==> src/rtl/polar_to_iq_pkg.sv <==
// Shared constants and helpers for the polar-to-I/Q CORDIC converter.
//   ITER / GUARD    : micro-rotation count and x/y headroom bits
//   DataW / PhaseW  : magnitude/I/Q width and phase word width
//   KINV            : shift list whose sum of right shifts gives 311/512
//   atan_lut()      : atan(2^-i) in phase LSBs (pi/32768)
//   sat_out()       : symmetric saturation of the internal x/y to the output width
package polar_to_iq_pkg;

  localparam int unsigned ITER    = 16;
  localparam int unsigned GUARD   = 2;
  localparam int unsigned DataW   = 26;
  localparam int unsigned PhaseW  = 16;
  localparam int unsigned IntW    = DataW + GUARD;
  // One extra bit on z so accumulating +/-ATAN[i] never wraps.
  localparam int unsigned ZW      = PhaseW + 1;
  localparam int unsigned CntW    = $clog2(ITER);
  localparam int unsigned KinvN   = 6;
  localparam int unsigned KINV [KinvN] = '{1, 4, 5, 7, 8, 9};
  localparam int unsigned OutMax  = (1 << (DataW - 1)) - 1;

  typedef enum logic [1:0] {StIdle, StPre, StIter, StOut} state_e;

  function automatic logic signed [ZW-1:0] atan_lut(input logic [CntW-1:0] idx);
    case (idx)
      4'd0:    return 17'sd8192;
      4'd1:    return 17'sd4836;
      4'd2:    return 17'sd2555;
      4'd3:    return 17'sd1297;
      4'd4:    return 17'sd651;
      4'd5:    return 17'sd326;
      4'd6:    return 17'sd163;
      4'd7:    return 17'sd81;
      4'd8:    return 17'sd41;
      4'd9:    return 17'sd20;
      4'd10:   return 17'sd10;
      4'd11:   return 17'sd5;
      4'd12:   return 17'sd3;
      4'd13:   return 17'sd1;
      4'd14:   return 17'sd1;
      default: return 17'sd0;
    endcase
  endfunction

  // Clip to [-(2^25-1), 2^25-1]; the range is symmetric so -2^25 never appears.
  function automatic logic signed [DataW-1:0] sat_out(input logic signed [IntW-1:0] v);
    logic signed [IntW-1:0] lim;
    logic signed [IntW-1:0] res;
    lim = IntW'(OutMax);
    if (v > lim) begin
      res = lim;
    end else if (v < -lim) begin
      res = -lim;
    end else begin
      res = v;
    end
    return res[DataW-1:0];
  endfunction

endpackage

==> src/rtl/kinv_scale_26bit.sv <==
// Combinational magnitude pre-scaler: clamps the magnitude to 2^25-1 when bit 25 is set,
// then multiplies by 311/512 as a sum of truncated right shifts.
//   mag_i    : unsigned input magnitude
//   scaled_o : clamped magnitude * 311/512 (always < 2^25)
module kinv_scale_26bit
  import polar_to_iq_pkg::*;
(
  input  logic [DataW-1:0] mag_i,
  output logic [DataW-1:0] scaled_o
);

  logic [DataW-1:0] clamped;
  logic [DataW-1:0] acc;

  always_comb begin
    clamped = mag_i[DataW-1] ? {1'b0, {(DataW - 1){1'b1}}} : mag_i;
    acc     = '0;
    for (int k = 0; k < int'(KinvN); k++) begin
      acc = acc + (clamped >> KINV[k]);
    end
    scaled_o = acc;
  end

endmodule

==> src/rtl/polar_to_iq_26bit.sv <==
// Iterative rotation-mode CORDIC: converts a 26-bit magnitude and 16-bit phase into
// saturated signed 26-bit I/Q. One conversion in flight; 19 cycles per sample.
//   clk, rst_n            : clock, async active-low reset
//   din_valid / din_ready : input handshake (ready is registered, low while busy)
//   din_mag, din_phase    : unsigned magnitude, signed phase (LSB = pi/32768)
//   dout_valid            : one-cycle pulse when dout_I/dout_Q update
//   dout_I, dout_Q        : signed results, held until the next result
module polar_to_iq_26bit
  import polar_to_iq_pkg::*;
(
  input  logic                    clk,
  input  logic                    rst_n,
  input  logic                    din_valid,
  output logic                    din_ready,
  input  logic [DataW-1:0]        din_mag,
  input  logic [PhaseW-1:0]       din_phase,
  output logic                    dout_valid,
  output logic signed [DataW-1:0] dout_I,
  output logic signed [DataW-1:0] dout_Q
);

  localparam logic [CntW-1:0]   LastIter  = CntW'(ITER - 1);
  localparam logic [PhaseW-1:0] PhaseHalf = {1'b1, {(PhaseW - 1){1'b0}}};

  state_e                  state_q, state_d;
  logic [CntW-1:0]         cnt_q, cnt_d;
  logic [DataW-1:0]        mag_q, mag_d;
  logic [PhaseW-1:0]       phase_q, phase_d;
  logic signed [IntW-1:0]  x_q, x_d, y_q, y_d;
  logic signed [ZW-1:0]    z_q, z_d;
  logic                    ready_q, ready_d;
  logic                    valid_q, valid_d;
  logic signed [DataW-1:0] i_q, i_d, q_q, q_d;

  logic                    accept;
  logic                    load_in, pre_en, iter_en, out_en;
  logic [DataW-1:0]        m_scaled;
  logic                    fold;
  logic [PhaseW-1:0]       phase_fold;
  logic signed [IntW-1:0]  m_ext, x_sh, y_sh;
  logic signed [ZW-1:0]    atan_i;

  assign accept = din_valid & ready_q;

  // State register
  always_ff @(posedge clk or negedge rst_n) begin
    if (!rst_n) begin
      state_q <= StIdle;
    end else begin
      state_q <= state_d;
    end
  end

  // Next-state logic
  always_comb begin
    state_d = state_q;
    unique case (state_q)
      StIdle:  if (accept) state_d = StPre;
      StPre:   state_d = StIter;
      StIter:  if (cnt_q == LastIter) state_d = StOut;
      StOut:   state_d = StIdle;
      default: state_d = StIdle;
    endcase
  end

  // FSM outputs
  always_comb begin
    load_in = 1'b0;
    pre_en  = 1'b0;
    iter_en = 1'b0;
    out_en  = 1'b0;
    ready_d = 1'b0;
    unique case (state_q)
      StIdle: begin
        ready_d = ~accept;
        load_in = accept;
      end
      StPre:   pre_en  = 1'b1;
      StIter:  iter_en = 1'b1;
      StOut: begin
        out_en  = 1'b1;
        ready_d = 1'b1;
      end
      default: ;
    endcase
  end

  kinv_scale_26bit u_kinv (
    .mag_i    (mag_q),
    .scaled_o (m_scaled)
  );

  // Datapath next-state
  always_comb begin
    // Phases in (pi/2, 3pi/2) are rotated by pi: negate x0 and move z into [-pi/2, pi/2].
    fold       = phase_q[PhaseW-1] ^ phase_q[PhaseW-2];
    phase_fold = fold ? phase_q + PhaseHalf : phase_q;
    m_ext      = $signed({{GUARD{1'b0}}, m_scaled});
    x_sh       = x_q >>> cnt_q;
    y_sh       = y_q >>> cnt_q;
    atan_i     = atan_lut(cnt_q);

    mag_d   = mag_q;
    phase_d = phase_q;
    x_d     = x_q;
    y_d     = y_q;
    z_d     = z_q;
    cnt_d   = cnt_q;
    i_d     = i_q;
    q_d     = q_q;
    valid_d = out_en;

    if (load_in) begin
      mag_d   = din_mag;
      phase_d = din_phase;
    end
    if (pre_en) begin
      x_d   = fold ? -m_ext : m_ext;
      y_d   = '0;
      z_d   = $signed({phase_fold[PhaseW-1], phase_fold});
      cnt_d = '0;
    end
    if (iter_en) begin
      if (!z_q[ZW-1]) begin
        x_d = x_q - y_sh;
        y_d = y_q + x_sh;
        z_d = z_q - atan_i;
      end else begin
        x_d = x_q + y_sh;
        y_d = y_q - x_sh;
        z_d = z_q + atan_i;
      end
      cnt_d = cnt_q + 1'b1;
    end
    if (out_en) begin
      i_d = sat_out(x_q);
      q_d = sat_out(y_q);
    end
  end

  always_ff @(posedge clk or negedge rst_n) begin
    if (!rst_n) begin
      cnt_q   <= '0;
      mag_q   <= '0;
      phase_q <= '0;
      x_q     <= '0;
      y_q     <= '0;
      z_q     <= '0;
      ready_q <= 1'b0;
      valid_q <= 1'b0;
      i_q     <= '0;
      q_q     <= '0;
    end else begin
      cnt_q   <= cnt_d;
      mag_q   <= mag_d;
      phase_q <= phase_d;
      x_q     <= x_d;
      y_q     <= y_d;
      z_q     <= z_d;
      ready_q <= ready_d;
      valid_q <= valid_d;
      i_q     <= i_d;
      q_q     <= q_d;
    end
  end

  assign din_ready  = ready_q;
  assign dout_valid = valid_q;
  assign dout_I     = i_q;
  assign dout_Q     = q_q;

endmodule

==> config.mk <==
export PLATFORM = sky130hd
export DESIGN_NAME = polar_to_iq_26bit
export DESIGN_NICKNAME = d
export VERILOG_FILES = /design/src/rtl/polar_to_iq_pkg.sv /design/src/rtl/kinv_scale_26bit.sv /design/src/rtl/polar_to_iq_26bit.sv
export SDC_FILE = /design/constraint.sdc
export NUM_CORES = 1
export LEC_CHECK = 0
export BUFFER_PORTS_ARGS = -buffer_cell sky130_fd_sc_hd__buf_2
export CAP_MARGIN = 20
export CORE_MARGIN = 2
export CORE_UTILIZATION = 50
export DETAILED_ROUTE_END_ITERATION = 10
export MAX_ROUTING_LAYER = met4
export PLACE_DENSITY = 0.75
export SLEW_MARGIN = 20
export SYNTH_ARGS = -nofsm -noshare
export SYNTH_HDL_FRONTEND = slang
export SYNTH_HIERARCHICAL = 1
export SYNTH_SLANG_ARGS = --single-unit
==> constraint.sdc <==
create_clock -name clk -period 7.6 [get_ports clk]
set_input_delay 0.76 -clock clk [delete_from_list [all_inputs] [get_ports clk]]
set_output_delay 0.76 -clock clk [all_outputs]
set_load 0.005 [all_outputs]
==> impl_metrics.py <==
metrics = {
    "clock_network": {
        "clkSinkCount": 174,
        "root_buffer": "clkbuf_16",
        "cts_tree": "built",
        "post_cts_resized": 0,
        "htree_levels": 4,
        "clk_latency_ps": 490,
        "cts_buffers": 17,
        "clk_pin_slew_ps": 70,
        "clk_path_buf_depth": 2,
        "post_cts.repair.setup_buffers": 0,
        "cts-hold-fix-buffers": 0,
    },
    "timing": {
        "worstMarginPinSlew_ps": 1108,
        "fin_skew_ps": 18.85,
        "hold_ws_ps": 170.9,
        "setup_viol": 0,
        "setup_tns_ps": 0,
        "rsz0062_at_grt": "no",
        "slew_viol_final": 0,
        "finalHoldViolCount": 0,
        "fmax_mhz": 150.8,
        "min_period_ps": 6630,
        "slew_headroom_pct": 26.16,
        "min_period_over_period_pct": 87.23,
    },
    "setup_path": {
        "cp-end-kind": "flop",
        "critPathMaxStageDelay_ps": 950,
        "crit_path_start": "cnt_q[0]$_DFFE_PN0P_",
        "critical_path_arrival_ps": 6950,
        "reg2reg_from": "cnt_q[0]$_DFFE_PN0P_",
        "crit_fanout": 46,
        "r2r_end": "x_q[27]$_DFFE_PN0P_",
        "critPathRequiredTime_ps": 7920,
        "crit_top_cell": "nor2_1",
        "critPathTopFamily": "compound AO/OA/AOI/OAI gates",
        "reg2reg_depth": 22,
        "cp-start-kind": "flop",
        "crit_type": "flop to flop",
        "regToRegSetupSlack_ps": 970,
        "path_cells": "mux4_1, nand2_1, nand3_1, nand2_1, ha_1, o221ai_1, nor2_1, nand2_1, nor2_1, nor2_1, xnor2_1, ha_1, o21ai_0, o31ai_1, a2111oi_0, nor2_1, a21oi_1, o21ai_0, o41ai_1, xnor2_1, a21oi_1, a21oi_1",
        "crit_buf_inv": 0,
        "cpMaxStageDelayCell": "dfrtp_4",
    },
    "floorplan": {
        "ios": 99,
        "dieArea_um2": 41300,
        "coreArea_um2": 38920,
        "die_w_um": 203.2,
        "rows": 72,
        "start_util_pct": 51.00,
        "die_h_um": 203.2,
    },
    "grt": {
        "grt_max_degree": 104,
        "grt_antenna_before_repair": 0,
        "grt_pass1_vias": 16990,
        "grt_pass1_wl_um": 89220,
        "grt_use_total_pct": 27.58,
        "grt-ovfl-total": 0,
    },
    "final_layout": {
        "regArea_um2": 4367,
        "antennaDiodeCount": 0,
        "drive_above_1_share_pct": 13.82,
        "fin_cells": 2862,
        "num-fill-cells": 3569,
        "multi_input_area_um2": 13990,
        "fin_nets": 2564,
        "areaGrowthSynthToFinish_pct": 6.147,
        "postLayoutCoreUtil_pct": 54.13,
    },
    "placement": {
        "dp.cells": 2830,
        "numPortBuffers": 97,
        "place_congestion": 0.9682,
        "dp_hpwl_um": 40350,
    },
    "drt": {
        "ant_nets": 0,
        "dr.pass1.iters": 5,
        "post-route-drc-count": 0,
        "vias": 17300,
        "wirelength_um": 54010,
        "viasPerCell": 6.043,
        "wl_per_cell_um": 18.87,
        "drt_iter0_markers": 1200,
    },
    "logic_synthesis": {
        "syn_inst": 2338,
        "synth_area_per_cell_um2": 8.489,
        "synth.cell_area_um2": 19850,
        "syn-num-nets": 2571,
        "synth_warnings": 6,
    },
    "run": {
        "cap_violations": 0,
    },
    "hold_path": {
        "hold_path.class": "primary input to async pin",
    },
    "run_status": {
        "status": "complete, no violations",
    },
}
==> stage by stage <==
| stage | worst slack (ps) | instance area, um^2 |
|---|---|---|
| after floorplan | 1524 | 19850 |
| after global placement | 998.5 | 20440 |
| after detailed placement | 904.9 | 20440 |
| after CTS | 859.8 | 21050 |
| after global routing | 451.2 | 21070 |
| final | 970.2 | 21070 |
==> registers in the layout, indices dropped and copies added (netlist names) <==
register	count
cnt_q	4
din_ready	1
dout_I	26
dout_Q	26
dout_valid	1
mag_q	25
phase_q	16
state_q	2
x_q	28
y_q	28
z_q	17
==> routing by layer <==
metal / GRT usage, % / routed length [um]
met5: - / 0
met1: 35.71 / 23840
met4: 10.43 / 1767
met2: 44.12 / 25320
met3: 3.691 / 3083
==> cell usage in the layout, fill, tap and decap left out, types with 10 or more instances in the layout <==
| master | instances |
|---|---|
| nor2_1 | 248 |
| inv_1 | 210 |
| a21oi_1 | 201 |
| dfrtp_1 | 168 |
| nand2_1 | 146 |
| ha_1 | 130 |
| xnor2_1 | 102 |
| buf_2 | 96 |
| xor2_1 | 92 |
| o21ai_0 | 87 |
| o22ai_1 | 85 |
| mux2_2 | 73 |
| mux2i_1 | 63 |
| fa_1 | 55 |
| nor3_1 | 41 |
| mux4_2 | 39 |
| a21o_1 | 36 |
| nand3_1 | 33 |
| a31oi_1 | 30 |
| or2_2 | 27 |
| nand2b_1 | 24 |
| o211ai_1 | 20 |
| a211oi_1 | 20 |
| o21bai_1 | 20 |
| buf_4 | 20 |
| clkbuf_16 | 17 |
| nor2b_1 | 16 |
| and3_1 | 16 |
| o31ai_1 | 14 |
| nor4_1 | 14 |
| mux4_1 | 12 |
| o21a_1 | 10 |
==> cell type report <==
type	count	area share [%]
tap	518	3.077
clock buffer	21	2.281
inverter	212	3.777
timing repair buffer	118	3.100
multi-input combinational	1808	66.42
clock inverter	11	0.6117
sequential	174	20.73
==> worst max-delay path by stage <==
stage                           to  depth (start not counted)
4_1_cts        x_q[25]$_DFFE_PN0P_                         24
6_report       x_q[27]$_DFFE_PN0P_                         22
2_1_floorplan  y_q[24]$_DFFE_PN0P_                         30
3_3_place_gp   x_q[25]$_DFFE_PN0P_                         25
3_5_place_dp   x_q[25]$_DFFE_PN0P_                         24
5_1_grt        x_q[27]$_DFFE_PN0P_                         22
==> worst reg2reg max path: stages (launching register included) <==
cell and delay [ps]:
dfrtp_4 950, mux4_1 810, nand2_1 160, nand3_1 110, nand2_1 200, ha_1 200
o221ai_1 110, nor2_1 180, nand2_1 170, nor2_1 240, nor2_1 80, xnor2_1 350
ha_1 330, o21ai_0 190, o31ai_1 140, a2111oi_0 710, nor2_1 220, a21oi_1 370
o21ai_0 220, o41ai_1 380, xnor2_1 120, a21oi_1 150, a21oi_1 80
Power is left out: the tool's default activity adds up to more than one toggle a clock period on the data nets, which glitch-free logic cannot reach.
